==> config.mk <==
export PLATFORM = sky130hd
export DESIGN_NAME = hazard_control_unit
export DESIGN_NICKNAME = d
export VERILOG_FILES = /design/src/rtl/hazard_control_unit.sv
export SDC_FILE = /design/constraint.sdc
export NUM_CORES = 1
export LEC_CHECK = 0
export BUFFER_PORTS_ARGS = -buffer_cell sky130_fd_sc_hd__buf_2
export CELL_PAD_IN_SITES_DETAIL_PLACEMENT = 1
export CELL_PAD_IN_SITES_GLOBAL_PLACEMENT = 1
export CORE_UTILIZATION = 29
export DETAILED_ROUTE_END_ITERATION = 16
export HOLD_SLACK_MARGIN = 0.12
export PLACE_DENSITY = 0.87
export SLEW_MARGIN = 40
export SYNTH_ARGS = -nofsm -noshare
export SYNTH_HDL_FRONTEND = slang
export SYNTH_SLANG_ARGS = --single-unit
export TNS_END_PERCENT = 30
==> constraint.sdc <==
create_clock -name clk -period 2.8 [get_ports clk]
set_input_delay 0.42 -clock clk [delete_from_list [all_inputs] [get_ports clk]]
set_output_delay 0.42 -clock clk [all_outputs]
set_load 0.05 [all_outputs]
==> src/rtl/hazard_control_unit.sv <==
// Stall/flush sequencer for the 5-stage pipeline: load-use, MDU-busy and memory-stall
// hazards plus branch squash. Define HAZARD_PERF_CNT_EN to add 32-bit stall/flush counters.
module hazard_control_unit #(
    parameter int MDU_LATENCY = 4,
    parameter int CNT_W       = 4
) (
    input  logic             clk,
    input  logic             rst_n,
    input  logic [4:0]       IF_ID_rs,
    input  logic [4:0]       IF_ID_rt,
    input  logic             ID_useRs,
    input  logic             ID_useRt,
    input  logic             ID_mduOp,
    input  logic             ID_readsHiLo,
    input  logic             ID_EX_memRead,
    input  logic [4:0]       ID_EX_writeReg,
    input  logic             branchTaken,
    input  logic             memStall,
    output logic             PC_write,
    output logic             IF_ID_write,
    output logic             IF_ID_flush,
    output logic             ID_EX_write,
    output logic             ID_EX_flush,
    output logic             EX_MEM_write,
`ifdef HAZARD_PERF_CNT_EN
    output logic [31:0]      loadStallCnt,
    output logic [31:0]      mduStallCnt,
    output logic [31:0]      flushCnt,
`endif
    output logic             mduBusy,
    output logic [CNT_W-1:0] mduRemaining
);

    typedef enum logic {
        RUN      = 1'b0,
        MDU_BUSY = 1'b1
    } state_t;

    state_t             state_reg, state_next;
    logic [CNT_W-1:0]   count_reg, count_next;
    logic               load_use;
    logic               mdu_haz;
    logic               mdu_issue;

    // Register 0 is hardwired, so a load targeting it never creates a dependency.
    assign load_use = ID_EX_memRead && (ID_EX_writeReg != 5'd0) &&
                      ((ID_useRs && (IF_ID_rs == ID_EX_writeReg)) ||
                       (ID_useRt && (IF_ID_rt == ID_EX_writeReg)));
    assign mdu_haz  = (state_reg == MDU_BUSY) && (ID_mduOp || ID_readsHiLo);

    always_ff @(posedge clk or negedge rst_n) begin
        if (!rst_n) begin
            state_reg <= RUN;
            count_reg <= '0;
        end else begin
            state_reg <= state_next;
            count_reg <= count_next;
        end
    end

    always_comb begin
        PC_write     = 1'b1;
        IF_ID_write  = 1'b1;
        IF_ID_flush  = 1'b0;
        ID_EX_write  = 1'b1;
        ID_EX_flush  = 1'b0;
        EX_MEM_write = 1'b1;
        mdu_issue    = 1'b0;
        state_next   = state_reg;
        count_next   = count_reg;

        if (memStall) begin
            // Whole pipe frozen; a taken branch stays in EX and re-asserts later.
            PC_write     = 1'b0;
            IF_ID_write  = 1'b0;
            ID_EX_write  = 1'b0;
            EX_MEM_write = 1'b0;
        end else if (branchTaken) begin
            IF_ID_flush  = 1'b1;
            ID_EX_flush  = 1'b1;
        end else if (load_use || mdu_haz) begin
            PC_write     = 1'b0;
            IF_ID_write  = 1'b0;
            ID_EX_flush  = 1'b1;
        end else begin
            mdu_issue    = ID_mduOp && (state_reg == RUN);
        end

        // The busy countdown runs independently of any pipeline freeze.
        case (state_reg)
            RUN: begin
                if (mdu_issue) begin
                    count_next = CNT_W'(MDU_LATENCY);
                    state_next = MDU_BUSY;
                end
            end
            MDU_BUSY: begin
                if (count_reg != '0) begin
                    count_next = count_reg - 1'b1;
                end
                if (count_reg <= CNT_W'(1)) begin
                    state_next = RUN;
                end
            end
            default: begin
                state_next = RUN;
                count_next = '0;
            end
        endcase
    end

    assign mduBusy      = (state_reg == MDU_BUSY);
    assign mduRemaining = count_reg;

`ifdef HAZARD_PERF_CNT_EN
    logic [31:0] load_cnt_reg, mdu_cnt_reg, flush_cnt_reg;
    logic        load_inc, mdu_inc, flush_inc;

    // Load and MDU stalls are counted independently, so one cycle may bump both.
    assign load_inc  = !memStall && !branchTaken && load_use;
    assign mdu_inc   = !memStall && !branchTaken && mdu_haz;
    assign flush_inc = !memStall && branchTaken;

    always_ff @(posedge clk or negedge rst_n) begin
        if (!rst_n) begin
            load_cnt_reg  <= '0;
            mdu_cnt_reg   <= '0;
            flush_cnt_reg <= '0;
        end else begin
            if (load_inc)  load_cnt_reg  <= load_cnt_reg + 32'd1;
            if (mdu_inc)   mdu_cnt_reg   <= mdu_cnt_reg + 32'd1;
            if (flush_inc) flush_cnt_reg <= flush_cnt_reg + 32'd1;
        end
    end

    assign loadStallCnt = load_cnt_reg;
    assign mduStallCnt  = mdu_cnt_reg;
    assign flushCnt     = flush_cnt_reg;
`endif

endmodule

==> results.md, run 1 <==
- Sw Share: 55.49%
- Peak supply drop: 0.3743 mV
- Synth Net Count: 89
- Skew-Pair Late Insertion Delay: 0.25 ns
- Residual DRC count: 1
- Power Dens Cells: 934.2 nW/µm²
- Mapped Area: 515.5 µm²
- Crit-path most repeated cell: buf_2
- IO buf count: 34
- Vias in the first global route: 662
- Reg clk slew, reported paths: 0.05 ns
- Relative max-transition margin: 80.18%
- Tot GR Track Use: 18.90%
- Largest net degree at the start of global routing: 10
- Die X: 44.16 µm
- Routed len/inst: 13.97 µm
- Routability cong.: 0.7626
- Vias per cell: 5.348
- DR pass1 iterations: 10
- Critical Path Max Stage Delay: 0.53 ns
- Max Root-Sink Buffers: 2
- CP required: 2.38 ns
- Final Max Tran Viols: 0
- Multi-input gate area: 364.1 µm²
- Failing checks: DRC
- CTS Root Cell: clkbuf_4
- Final ANT Viol Nets: 0
- Switching pwr: 0.3775 mW
- HPWL Detailed: 1394 µm
- Reg area: 125.1 µm²
- Setup CP Type: in -> out
- Iteration-0 DRC count of the detailed router: 9
- Number of diodes: 0
- Post-synthesis cell type count: 26
- Critical Path Start: ID_EX_writeReg[1]
- # setup viols final: 0
- Max FO, Critical Path: 3
- Status: complete, but fails checks
- Setup bufs post-CTS: 0
- Fin nets: 127
- Crit start category: input pin
- Congestion Overflow GR: 0
- Num rows: 14
- Core Footprint: 1577 µm²
- Crit path cell chain: buf_2, or4_4, o21ai_0, nor2_1, a21oi_1, buf_2
- Io pins: 35
- Routed via count: 615
- Die Footprint: 1950 µm²
- Hold Fails Final Rpt: 0
- Hold WC Path Type: in -> async
- # fillers: 208
- Min cycle time layout: 2.330 ns
- Synth Warn #: 0
- Comb pwr share: 64.0%
- Clock sinks: 5
- CTS tree: yes
- Total power: 0.6803 mW
- CP max stage cell: or4_4
- Maximum clock rate: 429.1 MHz
- Static leakage: 0.3512 nW
- Max-cap violations: 0
- Part of the cycle the worst path needs: 83.23%
- Initial antenna violation count: 0
- Internal Power: 0.3028 mW
- Yosys top cell area share: 24.27%
- RSZ-0062 raised after global routing: no
- Starting Density: 32.70%
- Post-synthesis area per instance: 8.314 µm²
- TritonCTS buffer count: 3
- Worst Setup End Kind: primary output
- Sequential area share after synthesis: 24.27%
- Layout cell share with drive strength beyond 1: 40.40%
- Synth Instances: 62
- Synth area leader: dfrtp_1
- CP arrival: 1.91 ns
- Overall routed net length: 1607 µm
- Area grow syn2layout: 41.26%
- Largest cells by area after synthesis: dfrtp_1, xnor2_1, ha_1, o21ai_0, a31oi_1
- H-tree depth: 1
- Reg power frac: 23.5%
- Clock power share: 12.5%
- First-pass GRT wire length: 2656 µm
- R2R Path Start: mduRemaining[1]
- Worst-margin pin slew: 0.2942 ns
- Chip height: 44.16 µm
- Clock skew: 0.005010 ns
- Synth Register Bits: 5
- Setup TNS: 0 ns
## cell type report
class                           instances  share of cell area, %
Multi-Input combinational cell         52                  50.00
Timing Repair Buffer                   35                  24.74
Sequential cell                         5                  17.18
Clock buffer                            3                  3.093
Tap cell                               16                  2.749
Inverter                                3                  1.546
Clock inverter                          1                 0.6873
## through the flow
step	hold slack [ns]	utilization [%]	setup WS, ns	instances	area [µm²]
floorplan	0.1244	-	0.01690	62	515.5
global placement	0.2337	43.81	0.5198	110	690.7
detailed placement	0.2398	43.81	0.4670	110	690.7
CTS	0.5211	46.19	0.4670	115	728.2
global route	0.5481	46.19	0.3397	115	728.2
finish	0.5242	46.19	0.4695	115	728.2
## critical path, delay by kind of cell
kind / cells / cell delay, ns
AO/OA/AOI/OAI: 2 / 0.46
AND/OR/NAND/NOR: 2 / 0.60
buffers and inverters: 2 / 0.43
## state kept, by name, summed over array words and instances (netlist names)
register      flops
mduRemaining      4
mduBusy           1
## logic make-up after synthesis
logic type / synth area share, %
AOI/OAI and AO/OA: 22.82
xor gates and xnor gates: 20.39
adders and majority gates: 7.282
buffers and inverters: 5.096
DFF: 24.27
and+or+nand+nor: 20.15
## timing repair
item,4_1_cts,5_1_grt
hold buffers,1,0
gates resized for setup,0,0
setup endpoints to repair,0,0
endpoints found under the hold margin,5,0
## per-layer routing
metal	vias to the layer above	part of all wire [%]	global-route usage, %
met2	32	53	36.18
met3	7	4.9	1.633
met4	0	2.7	12.73
met5	-	0	0
li1	299	-	-
met1	277	39	19.00
## layout by cell type (no fill, tap or decap), types with 3 or more instances in the layout
cell and instances:
o21ai_0 6, nand3_1 3, nor2_1 5, a31oi_1 3, clkbuf_4 3, inv_1 3, dfrtp_1 5, nand2_1 3
ha_1 3, xnor2_1 11, buf_2 34
## Yosys cell counts, drive strengths merged
library cell  count
a211oi            2
and3              1
a22oi             1
a21oi             1
o21ai             6
dfrtp             5
nand2             3
o22a              1
nand4             2
xor2              1
buf               2
or4               1
o21a              1
ha                3
or3b              1
xnor2            11
a31oi             3
a211o             1
nor2b             1
nand3             3
o22ai             1
nor2              5
a311o             1
inv               3
nor3              1
and3b             1
## power by group through the flow
stage	Sequential, mW	Clock (mW)	Combinational (mW)
global placement	0.158	0	0.421
detailed placement	0.161	0	0.436
finish	0.160	0.0853	0.435
floorplan	0.270	0	0.209
global route	0.166	0.0896	0.476
CTS	0.160	0.0891	0.440
## path summary, 6_finish.rpt
path	end	slack, ns	depth (start not counted)
min in group clk	mduBusy	0.56	3
worst max register to register	mduRemaining[2]	0.99	6
max in group asynchronous	mduRemaining[2]	2.14	2
worst min register to register	mduRemaining[1]	0.61	2
worst max-delay path	PC_write	0.47	6
worst min-delay path	mduRemaining[3]	0.52	2
Power figures use the tool's default switching activity.
==> inputs of run 2 (changes only) <==
- ABC_AREA: unset -> 1
- CORE_UTILIZATION: 29 -> 23
- PLACE_DENSITY: 0.87 -> 0.77
- clock period: 2.8 -> 2.04 ns (I/O delays scaled with it)
==> run 2 against run 1 <==
Sequential power rose by 22%. The run now ends clean. Flip-flop and latch count did not move. First-iteration DRC count fell by 89%. Routed wire length rose by 2.8%. Synthesized cell count rose by 66%. Largest cell class unchanged. Critical path depth rose by 4. Power rose by 21%. Largest power group unchanged.
==> results.md, run 2 <==
- Status: finished clean
- Number of diodes: 0 (unchanged)
- Critical Path Max Stage Delay: 0.21 ns (-0.32 ns)
- Overall routed net length: 1652 µm (+2.8%)
- Simple-gate portion of the synthesized area: 46.78% (+27 points)
- Setup CP Type: in -> out
- Reg area: 125.1 µm² (unchanged)
- Most frequent cells in the layout: nand2_1, buf_2, inv_1
- Post-synthesis area per instance: 5.661 µm² (-32%)
- Relative max-transition margin: 72.91% (-7.3 points)
- Post-synth top cells: nand2_1, inv_1, nor2_1
- Post-synthesis compound-gate area fraction: 6.438% (-16 points)
- Sequential area share after synthesis: 21.46% (-2.8 points)
- Post-CTS Hold Buffers: 1 (unchanged)
- Synth Net Count: 130 (+46%)
- CTS tree: yes
- Crit path cell chain: buf_2, inv_1, nand4_1, o21ai_0, inv_1, nand2_2, nand2_1, o21ai_0, inv_1, buf_2
- Crit start category: input pin
- Residual DRC count: 0 (-1)
- Chip height: 52.35 µm (+19%)
- Final Max Tran Viols: 0 (unchanged)
- Synth Instances: 103 (+66%)
- Top Family by Delay on Critical Path: buffers and inverters
- CTS Root Cell: clkbuf_4
- R2r setup slk: 0.62 ns (-0.37 ns)
- Core Footprint: 2297 µm² (+46%)
- Largest net degree at the start of global routing: 7 (-3)
- Setup TNS: 0 ns (unchanged)
- Num rows: 17 (+3)
- Hold WC Path Type: in -> async
- Die Footprint: 2741 µm² (+41%)
- Xor and xnor area share after synthesis: 1.502% (-19 points)
- Tot GR Track Use: 13.46% (-5.4 points)
- CP bufs+invs: 5 (+3)
- Most common cell after layout, fill and taps aside: nand2_1
- CP required: 1.73 ns (-0.65 ns)
- Peak supply drop: 0.6320 mV (+69%)
- Initial antenna violation count: 0 (unchanged)
- Layout cell share with drive strength beyond 1: 30.71% (-9.7 points)
- Max-cap violations: 0 (unchanged)
- Flip-flop count of the largest register after layout: 4 (unchanged)
- IO buf count: 34 (unchanged)
- Io pins: 35 (unchanged)
- Proportion of synthesized area in mux cells: 0% (unchanged)
- Setup bufs post-CTS: 0 (unchanged)
- Yosys top cell area share: 23.82% (-0.45 points)
- Largest cells by area after synthesis: nand2_1, dfrtp_1, inv_1, nor2_1, ha_1
- Clock sinks: 5 (unchanged)
- Mapped Area: 583.1 µm² (+13%)
- Static leakage: 0.5308 nW (+51%)
- Clock skew: 0.007679 ns (+0.002668 ns)
- Starting Density: 25.38% (-7.3 points)
- Met2 Track Usage GR: 25.74% (-10 points)
- HPWL Detailed: 1475 µm (+5.8%)
- Worst-margin pin slew: 0.4021 ns (+0.1079 ns)
- CP max stage cell: buf_2
- Vias in the first global route: 688 (+3.9%)
- Ys async rst share: 100.0% (unchanged)
- Post-synth EDFFs: 0 (unchanged)
- Worst r2r path cells: 6 (unchanged)
- Skew-Pair Late Insertion Delay: 0.24 ns (about the same)
- # setup viols final: 0 (unchanged)
- Multi-input gate area: 367.9 µm² (+1.0%)
- Routability cong.: 0.7293 (-4.4%)
- Power Dens Cells: 999.2 nW/µm² (+7.0%)
- Routed via count: 720 (+17%)
- Total power: 0.8202 mW (+21%)
- Min Hold Slack: 0.4057 ns (-0.1185 ns)
- Congestion Overflow GR: 0 (unchanged)
- Die X: 52.35 µm (+19%)
- Reg2reg end: mduRemaining[2]
- Global-route met1 utilization: 15.48% (-3.5 points)
- Max FO, Critical Path: 3 (unchanged)
- TritonCTS buffer count: 3 (unchanged)
- Max Root-Sink Buffers: 2 (unchanged)
- PostCTS Resize Cnt: 0 (unchanged)
- Final ANT Viol Nets: 0 (unchanged)
- DR pass1 iterations: 2 (-8)
- Synth area leader: nand2_1
- Crit-path most repeated cell: inv_1
- Maximum clock rate: 560.7 MHz
- Area grow syn2layout: 40.77%
- RSZ-0062 raised after global routing: no
- Largest family of logic cells by synthesized area: simple AND/OR/NAND/NOR gates
- Post-route core utilization: 35.73% (-10 points)
- Min cycle time layout: 1.783 ns
- Gr busiest metal: met2
- First-pass GRT wire length: 2766 µm (+4.1%)
- Synth Register Bits: 5 (unchanged)
- Fin nets: 168 (+32%)
- Vias per cell: 4.286 (-20%)
- Reg clk slew, reported paths: 0.05 ns (about the same)
- Most numerous cell in the Yosys netlist: nand2_1
- Post-synthesis cell type count: 18 (-31%)
- Part of the cycle the worst path needs: 87.42%
- Worst Setup End Kind: primary output
- Routed len/inst: 9.833 µm (-30%)
- Synthesized-area fraction occupied by adder cells: 6.438% (-0.84 points)
- H-tree depth: 1 (unchanged)
- Iteration-0 DRC count of the detailed router: 1 (-8)
- Placed cells: 163 (+48%)
- Synth Warn #: 0 (unchanged)
- Hold Fails Final Rpt: 0 (unchanged)
- GRT met3 Usage: 3.768% (+2.1 points)
- # fillers: 322 (+55%)
- Non-filler instance count after layout: 168 (+46%)
- CP arrival: 1.48 ns (-0.43 ns)
- Prevailing post-synth register cell: dfrtp_1
- R2R Path Start: mduRemaining[0]
-- run 2: cell types whose count changed after synthesis, moves of 3 or more --
cell	delta
a31oi_1	-3
inv_1	+18
xnor2_1	-11
nand2_1	+34
nor2_1	+8
o21ai_0	-3
-- run 2: final cells by class --
cell class / instances / share of cell area (%)
multi-input cells: 73 / 44.82
flip-flops and latches: 5 / 15.24
repair buffers: 35 / 21.95
inverters: 23 / 10.52
clock buffers: 4 / 3.201
well taps: 28 / 4.268
-- run 2: worst max-delay path by stage --
stage                                 start     endpoint  slack [ns]  cells after the start
after global placement    ID_EX_writeReg[1]  ID_EX_flush        0.32                     10
after floorplan                     mduBusy     PC_write        0.11                      4
after detailed placement  ID_EX_writeReg[0]  ID_EX_flush        0.23                     10
final                     ID_EX_writeReg[0]  ID_EX_flush        0.26                     10
after CTS                 ID_EX_writeReg[0]  ID_EX_flush        0.22                     10
after global routing      ID_EX_writeReg[1]  ID_EX_flush        0.05                     10
-- run 2: through the flow --
| step | cell area [µm²] | worst slack, ns |
|---|---|---|
| after CTS | 820.8 | 0.2225 |
| after detailed placement | 784.5 | 0.2279 |
| after floorplan | 594.3 | 0.1132 |
| after global routing | 820.8 | 0.05422 |
| final | 820.8 | 0.2565 |
| after global placement | 784.5 | 0.3186 |
-- run 2: metal layers --
metal  vias up  routed length (µm)
li1        380                   -
met1       318                 692
met2        22                 841
met3         0                 117
met4         0                   0
met5         -                   0
-- run 2: kinds of logic after synthesis --
group | count (synthesis)
AO/OA/AOI/OAI | 7
XOR/XNOR | 1
adder cells (fa/ha/maj) | 3
buffers and inverters | 25
flip-flops | 5
AND/OR/NAND/NOR | 62
-- run 2: report_power, final --
part	internal [mW]	leakage, nW	switching (mW)	total, mW
registers	0.142	0.0626	0.0533	0.195
clock network	0.0740	0.0150	0.0413	0.115
logic	0.147	0.453	0.363	0.510
